## config.mk

```make
export PLATFORM = sky130hd
export DESIGN_NAME = dmem_arbiter
export DESIGN_NICKNAME = d
export VERILOG_FILES = /design/src/rtl/dmem_arbiter.sv
export SDC_FILE = /design/constraint.sdc
export NUM_CORES = 1
export LEC_CHECK = 0
export BUFFER_PORTS_ARGS = -buffer_cell sky130_fd_sc_hd__buf_2
export CORE_MARGIN = 2
export CORE_UTILIZATION = 47
export CTS_BUF_LIST = sky130_fd_sc_hd__clkbuf_16
export DETAILED_ROUTE_END_ITERATION = 8
export GPL_ROUTABILITY_DRIVEN = 0
export PLACE_DENSITY = 0.79
export SYNTH_ARGS = -nofsm -noshare
export SYNTH_HDL_FRONTEND = slang
export SYNTH_SLANG_ARGS = --single-unit
```

## constraint.sdc

```tcl
create_clock -name clk -period 2.5 [get_ports clk]
set_input_delay 0.25 -clock clk [delete_from_list [all_inputs] [get_ports clk]]
set_output_delay 0.25 -clock clk [all_outputs]
set_load 0.005 [all_outputs]
```

## src/rtl/dmem_arbiter.sv

```systemverilog
// -----------------------------------------------------------------------------
// dmem_arbiter
//
// Arbiter and sequencer for the single 128x16 data memory port. Requester 0 is
// the data cache (block read, block write-back), requester 1 is the
// instruction cache (block read only). One requester owns the memory port for
// a whole transaction: the arbiter latches the winner's command, address and
// write data into the mem_* registers, follows the memory's busy handshake,
// returns read data into that requester's holding register and stalls any
// requester that is not being completed this cycle.
//
// Transaction sequence: IDLE -> ISSUE -> WAIT -> DONE -> IDLE.
//   ISSUE waits for mem_busy to rise, WAIT waits for it to fall, DONE is the
//   single cycle in which the owner sees busy low and the read data is valid.
//
// Build option:
//   ARB_ROUND_ROBIN_EN  defined   -> ties between the two requesters go to
//                                    the one not served last.
//                       undefined -> fixed priority, requester 0 wins ties.
//
// Ports:
//   clk, rst             clock (posedge) and asynchronous active-high reset
//   r0_read, r0_write    data-cache request levels (both high = no request)
//   r0_addr, r0_wdata    data-cache block address / write block
//   r0_rdata, r0_busy    last block read for requester 0 / stall
//   r1_read, r1_addr     instruction-cache read request level / address
//   r1_rdata, r1_busy    last block read for requester 1 / stall
//   mem_read, mem_write  registered memory commands
//   mem_addr, mem_wdata  registered memory address / write data
//   mem_rdata, mem_busy  memory read data / access-in-progress flag
//   grant                one-hot owner of the memory port, 00 when idle
// -----------------------------------------------------------------------------
module dmem_arbiter #(
    parameter int ADDR_W = 7,
    parameter int DATA_W = 16
) (
    input  logic              clk,
    input  logic              rst,
    input  logic              r0_read,
    input  logic              r0_write,
    input  logic [ADDR_W-1:0] r0_addr,
    input  logic [DATA_W-1:0] r0_wdata,
    output logic [DATA_W-1:0] r0_rdata,
    output logic              r0_busy,
    input  logic              r1_read,
    input  logic [ADDR_W-1:0] r1_addr,
    output logic [DATA_W-1:0] r1_rdata,
    output logic              r1_busy,
    output logic              mem_read,
    output logic              mem_write,
    output logic [ADDR_W-1:0] mem_addr,
    output logic [DATA_W-1:0] mem_wdata,
    input  logic [DATA_W-1:0] mem_rdata,
    input  logic              mem_busy,
    output logic [1:0]        grant
);

    typedef enum logic [1:0] {
        IDLE  = 2'd0,
        ISSUE = 2'd1,
        WAIT  = 2'd2,
        DONE  = 2'd3
    } state_t;

    state_t state;

    logic req0;
    logic req1;
    logic pick1;
    logic done0;
    logic done1;

    // A data-cache request with both read and write raised is malformed and
    // is treated as no request at all.
    assign req0 = r0_read ^ r0_write;
    assign req1 = r1_read;

`ifdef ARB_ROUND_ROBIN_EN
    // Last-served pointer: 1 means requester 1 was granted most recently.
    logic last1;

    // On a tie the requester not served last wins; a lone requester always
    // wins.
    assign pick1 = req1 && (!req0 || !last1);
`else
    assign pick1 = req1 && !req0;
`endif

    // A requester is released only in the DONE cycle of its own transaction.
    assign done0   = (state == DONE) && grant[0];
    assign done1   = (state == DONE) && grant[1];
    assign r0_busy = req0 && !done0;
    assign r1_busy = req1 && !done1;

    always_ff @(posedge clk or posedge rst) begin
        if (rst) begin
            state     <= IDLE;
            mem_read  <= 1'b0;
            mem_write <= 1'b0;
            mem_addr  <= '0;
            mem_wdata <= '0;
            grant     <= 2'b00;
            r0_rdata  <= '0;
            r1_rdata  <= '0;
`ifdef ARB_ROUND_ROBIN_EN
            last1     <= 1'b1;
`endif
        end else begin
            case (state)
                // Arbitrate and latch the whole command for the winner; the
                // mem_* registers then stay frozen until the next IDLE.
                IDLE: begin
                    if (req0 || req1) begin
                        state <= ISSUE;
                        if (pick1) begin
                            grant     <= 2'b10;
                            mem_read  <= 1'b1;
                            mem_write <= 1'b0;
                            mem_addr  <= r1_addr;
                            mem_wdata <= '0;
                        end else begin
                            grant     <= 2'b01;
                            mem_read  <= r0_read;
                            mem_write <= r0_write;
                            mem_addr  <= r0_addr;
                            mem_wdata <= r0_wdata;
                        end
`ifdef ARB_ROUND_ROBIN_EN
                        last1 <= pick1;
`endif
                    end
                end

                // Command is on the bus; wait for the memory to accept it.
                ISSUE: begin
                    if (mem_busy) begin
                        state <= WAIT;
                    end
                end

                // Access in progress; on completion route read data to the
                // owner only, so the other holding register keeps its block.
                WAIT: begin
                    if (!mem_busy) begin
                        if (mem_read) begin
                            if (grant[1]) begin
                                r1_rdata <= mem_rdata;
                            end else begin
                                r0_rdata <= mem_rdata;
                            end
                        end
                        mem_read  <= 1'b0;
                        mem_write <= 1'b0;
                        state     <= DONE;
                    end
                end

                // Owner is released for this one cycle; ownership ends here,
                // which forces one idle cycle between transactions.
                DONE: begin
                    grant <= 2'b00;
                    state <= IDLE;
                end

                default: begin
                    state <= IDLE;
                end
            endcase
        end
    end

endmodule

```

==> flow_summary_export.csv <==
group,metric,value,unit
cells_and_area,drive_above_1_share,55.4,%
synth,synthXorXnorAreaFrac,0.669,%
setup_path,arrival,2230,ps
route,dr.pass1.iters,4,
clock_network,cts.clk_slew.worst_paths,60,ps
synth,netlist_instances,185,
route,vias,1915,
die,fp.dieH,78.7,µm
sta,hold_ws,13.6,ps
sta,final.period_utilization,80.9,%
setup_path,r2r_end,"state[1]$_DFFE_PP0P_",
synth,synth_cell_types,35,
cells_and_area,finalNetCount,359,
synth,synth_mux_area_share,18.3,%
sta,rsz0062_at_grt,"no",
setup_path,worstPathCellList,"inv_1 -> ha_1 -> nor2b_1 -> a211oi_1 -> mux2_2",
cells_and_area,diodes,0,
setup_path,slowest_stage,"ha_1",
synth,synthAdderAreaFrac,2.39,%
cells_and_area,instances_no_fill,379,
synth,async_reset_ff_share,100,%
placed_design,numPortBuffers,112,
outcome,outcome,"finished, final reports clean",
power_and_ir_drop,ir_drop,661,µV
sta,final-setup-viol-count,0,
global_routing,first_global_vias,1878,
route,avgRoutedWirePerCell,14.0,µm
setup_path,reg2reg_depth,5,
die,num_io_pins,113,
power_and_ir_drop,power.total,4.32,mW
sta,post-route-min-period,2020,ps
clock_network,numCtsBuffers,9,
flow_run,maxCapViolCount,0,
route,drc,0,
cells_and_area,layout_commonest_cell,"buf_2",
cells_and_area,nFillCells,432,
cells_and_area,utilization,65.1,%
cells_and_area,multiInputGateArea,992,µm²
global_routing,grt_pass1_wl,8780,µm
setup_path,critPathCaptureType,"flip-flop",
synth,ys_seq_area_share,58.3,%
placed_design,place_hpwl,3830,µm
synth,avgSynthCellArea,14.2,µm²
clock_network,ctsResizeCount,0,
clock_network,postCtsSetupRepairBufs,0,
cells_and_area,area_growth,35.1,%
setup_path,required,2700,ps
clock_network,cts_hold_buf,0,
clock_network,numClockSinks,61,
synth,synth_area,2620,µm²
clock_network,h-tree-depth,3,
sta,fmax,0.495,GHz
synth,synth-compound-area-share,11.7,%
clock_network,cts_root_buf,"clkbuf_16",
die,rows,27,
synth,syn_nets,242,
setup_path,rr_startpoint,"state[0]$_DFFE_PP0P_",
sta,drv_slew,0,
setup_path,r2r_slack,480,ps
sta,worst_slew_pin_slew,1060,ps
setup_path,path_class,"reg -> reg",
synth,synthSimpleGateAreaFrac,4.82,%
clock_network,clock_path_buffers,2,
sta,slew_headroom,29.0,%
clock_network,tritoncts,"yes",
setup_path,critPathMaxFanout,18,
placed_design,place_inst,363,
route,drt_iter0_markers,64,
synth,synth_top_family_by_area,"multiplexers",
setup_path,cp-start-kind,"flip-flop",
global_routing,grt_max_degree,32,
power_and_ir_drop,p_leak,1.86,nW
global_routing,grt_antenna_before_repair,0,
route,vias_per_cell,5.05,
synth,ys_warn_count,0,
die,core-area,5440,µm²
die,fp.dieArea,6190,µm²
synth,ys_ff_latch,61,
cells_and_area,register_area,1530,µm²
die,die_x,78.7,µm
sta,finalHoldViolations,0,
synth,synth-main-ff-cell,"dfrtp_1",
global_routing,grt-ovfl-total,0,
synth,synth_edf_count,0,
route,drt-total-wl,5320,µm
route,postRouteAntennaNets,0,
power_and_ir_drop,power_density,1220,nW/µm²
sta,final.setup.tns,0,ps
die,initial_core_util,48.2,%
setup_path,max_stage_delay,410,ps
global_routing,grtUsageTotal,18.7,%
sta,finClkSkew,5.51,ps
cells_and_area,layout_common_cells,"112 x buf_2, 61 x dfrtp_1, 23 x mux2_2",
clock_network,clk-insertion-delay-late,320,ps
min_path,hold_path_class,"in -> async",
## metrics by stage
stage          setup slack, ps  area (µm²)
2_1_floorplan              708        2620
3_3_place_gp               576        3240
3_5_place_dp               484        3240
4_1_cts                    465        3540
5_1_grt                    225        3540
6_report                   478        3540
## final cells by class
class	instances	area share, %
inverter	7	0.743
clock inverter	7	2.12
sequential	61	43.1
timing repair buffer	116	17.0
clock buffer	9	6.36
tap	72	2.55
multi-input combinational	107	28.0
## how the worst max path moves through the flow
stage / from / to / slack (ps) / cells after the start
2_1_floorplan: state[0]$_DFFE_PP0P_ / r0_rdata[0]$_DFFE_PP0P_ / 710 / 6
3_3_place_gp: state[0]$_DFFE_PP0P_ / mem_wdata[2]$_DFFE_PP0P_ / 580 / 4
3_5_place_dp: state[0]$_DFFE_PP0P_ / state[1]$_DFFE_PP0P_ / 480 / 5
4_1_cts: state[0]$_DFFE_PP0P_ / state[1]$_DFFE_PP0P_ / 460 / 5
5_1_grt: state[0]$_DFFE_PP0P_ / mem_wdata[11]$_DFFE_PP0P_ / 230 / 4
6_report: state[0]$_DFFE_PP0P_ / state[1]$_DFFE_PP0P_ / 480 / 5
## cell families after synthesis
| kind of cell | after synthesis |
|---|---|
| compound gates | 39 |
| xor+xnor | 2 |
| fa+ha+maj | 5 |
| buf+inv | 17 |
| flops | 61 |
| mux | 40 |
| simple gates | 21 |
## synth_stat cells, types with 2 or more instances
cell,n,area share [%]
nand2_1,2,0.29
nand2b_1,7,1.7
nor2_1,2,0.29
mux2_2,23,9.9
o21a_1,2,0.57
a21oi_1,4,0.76
mux2i_1,7,2.7
inv_1,7,1.0
a2bb2oi_1,8,2.7
dfrtp_1,61,58
nor2b_1,3,0.72
buf_4,3,0.86
ha_1,5,2.4
mux2_4,10,5.7
clkbuf_1,3,0.43
o22ai_1,4,0.95
a22o_1,16,5.3
## state kept, by name, summed over array words and instances (netlist names)
register	flops
grant	2
mem_addr	7
r1_rdata	16
mem_wdata	16
r0_rdata	16
state	2
mem_read	1
mem_write	1
## metal layers
metal | vias up | wire [µm] | GRT usage, %
li1 | 903 | - | -
met1 | 926 | 2300 | 22.7
met2 | 78 | 2620 | 31.5
met3 | 8 | 326 | 4.71
met4 | 0 | 81 | 8.42
met5 | - | 0 | 0
## report_power, final
part / leakage [nW] / internal (mW) / total (mW) / switching (mW)
Sequential: 0.759 / 1.43 / 1.68 / 0.242
Combinational: 0.965 / 0.830 / 1.44 / 0.605
Clock: 0.138 / 0.773 / 1.21 / 0.440
## worst max-delay path: cells and delay by family, from the launching register on
kind            cells  cell delay [ps]
fa+ha+maj           1              410
flops               1              390
mux                 1              380
compound gates      1              370
simple gates        1              260
buf+inv             1              100
(Power assumes the default switching activity.)
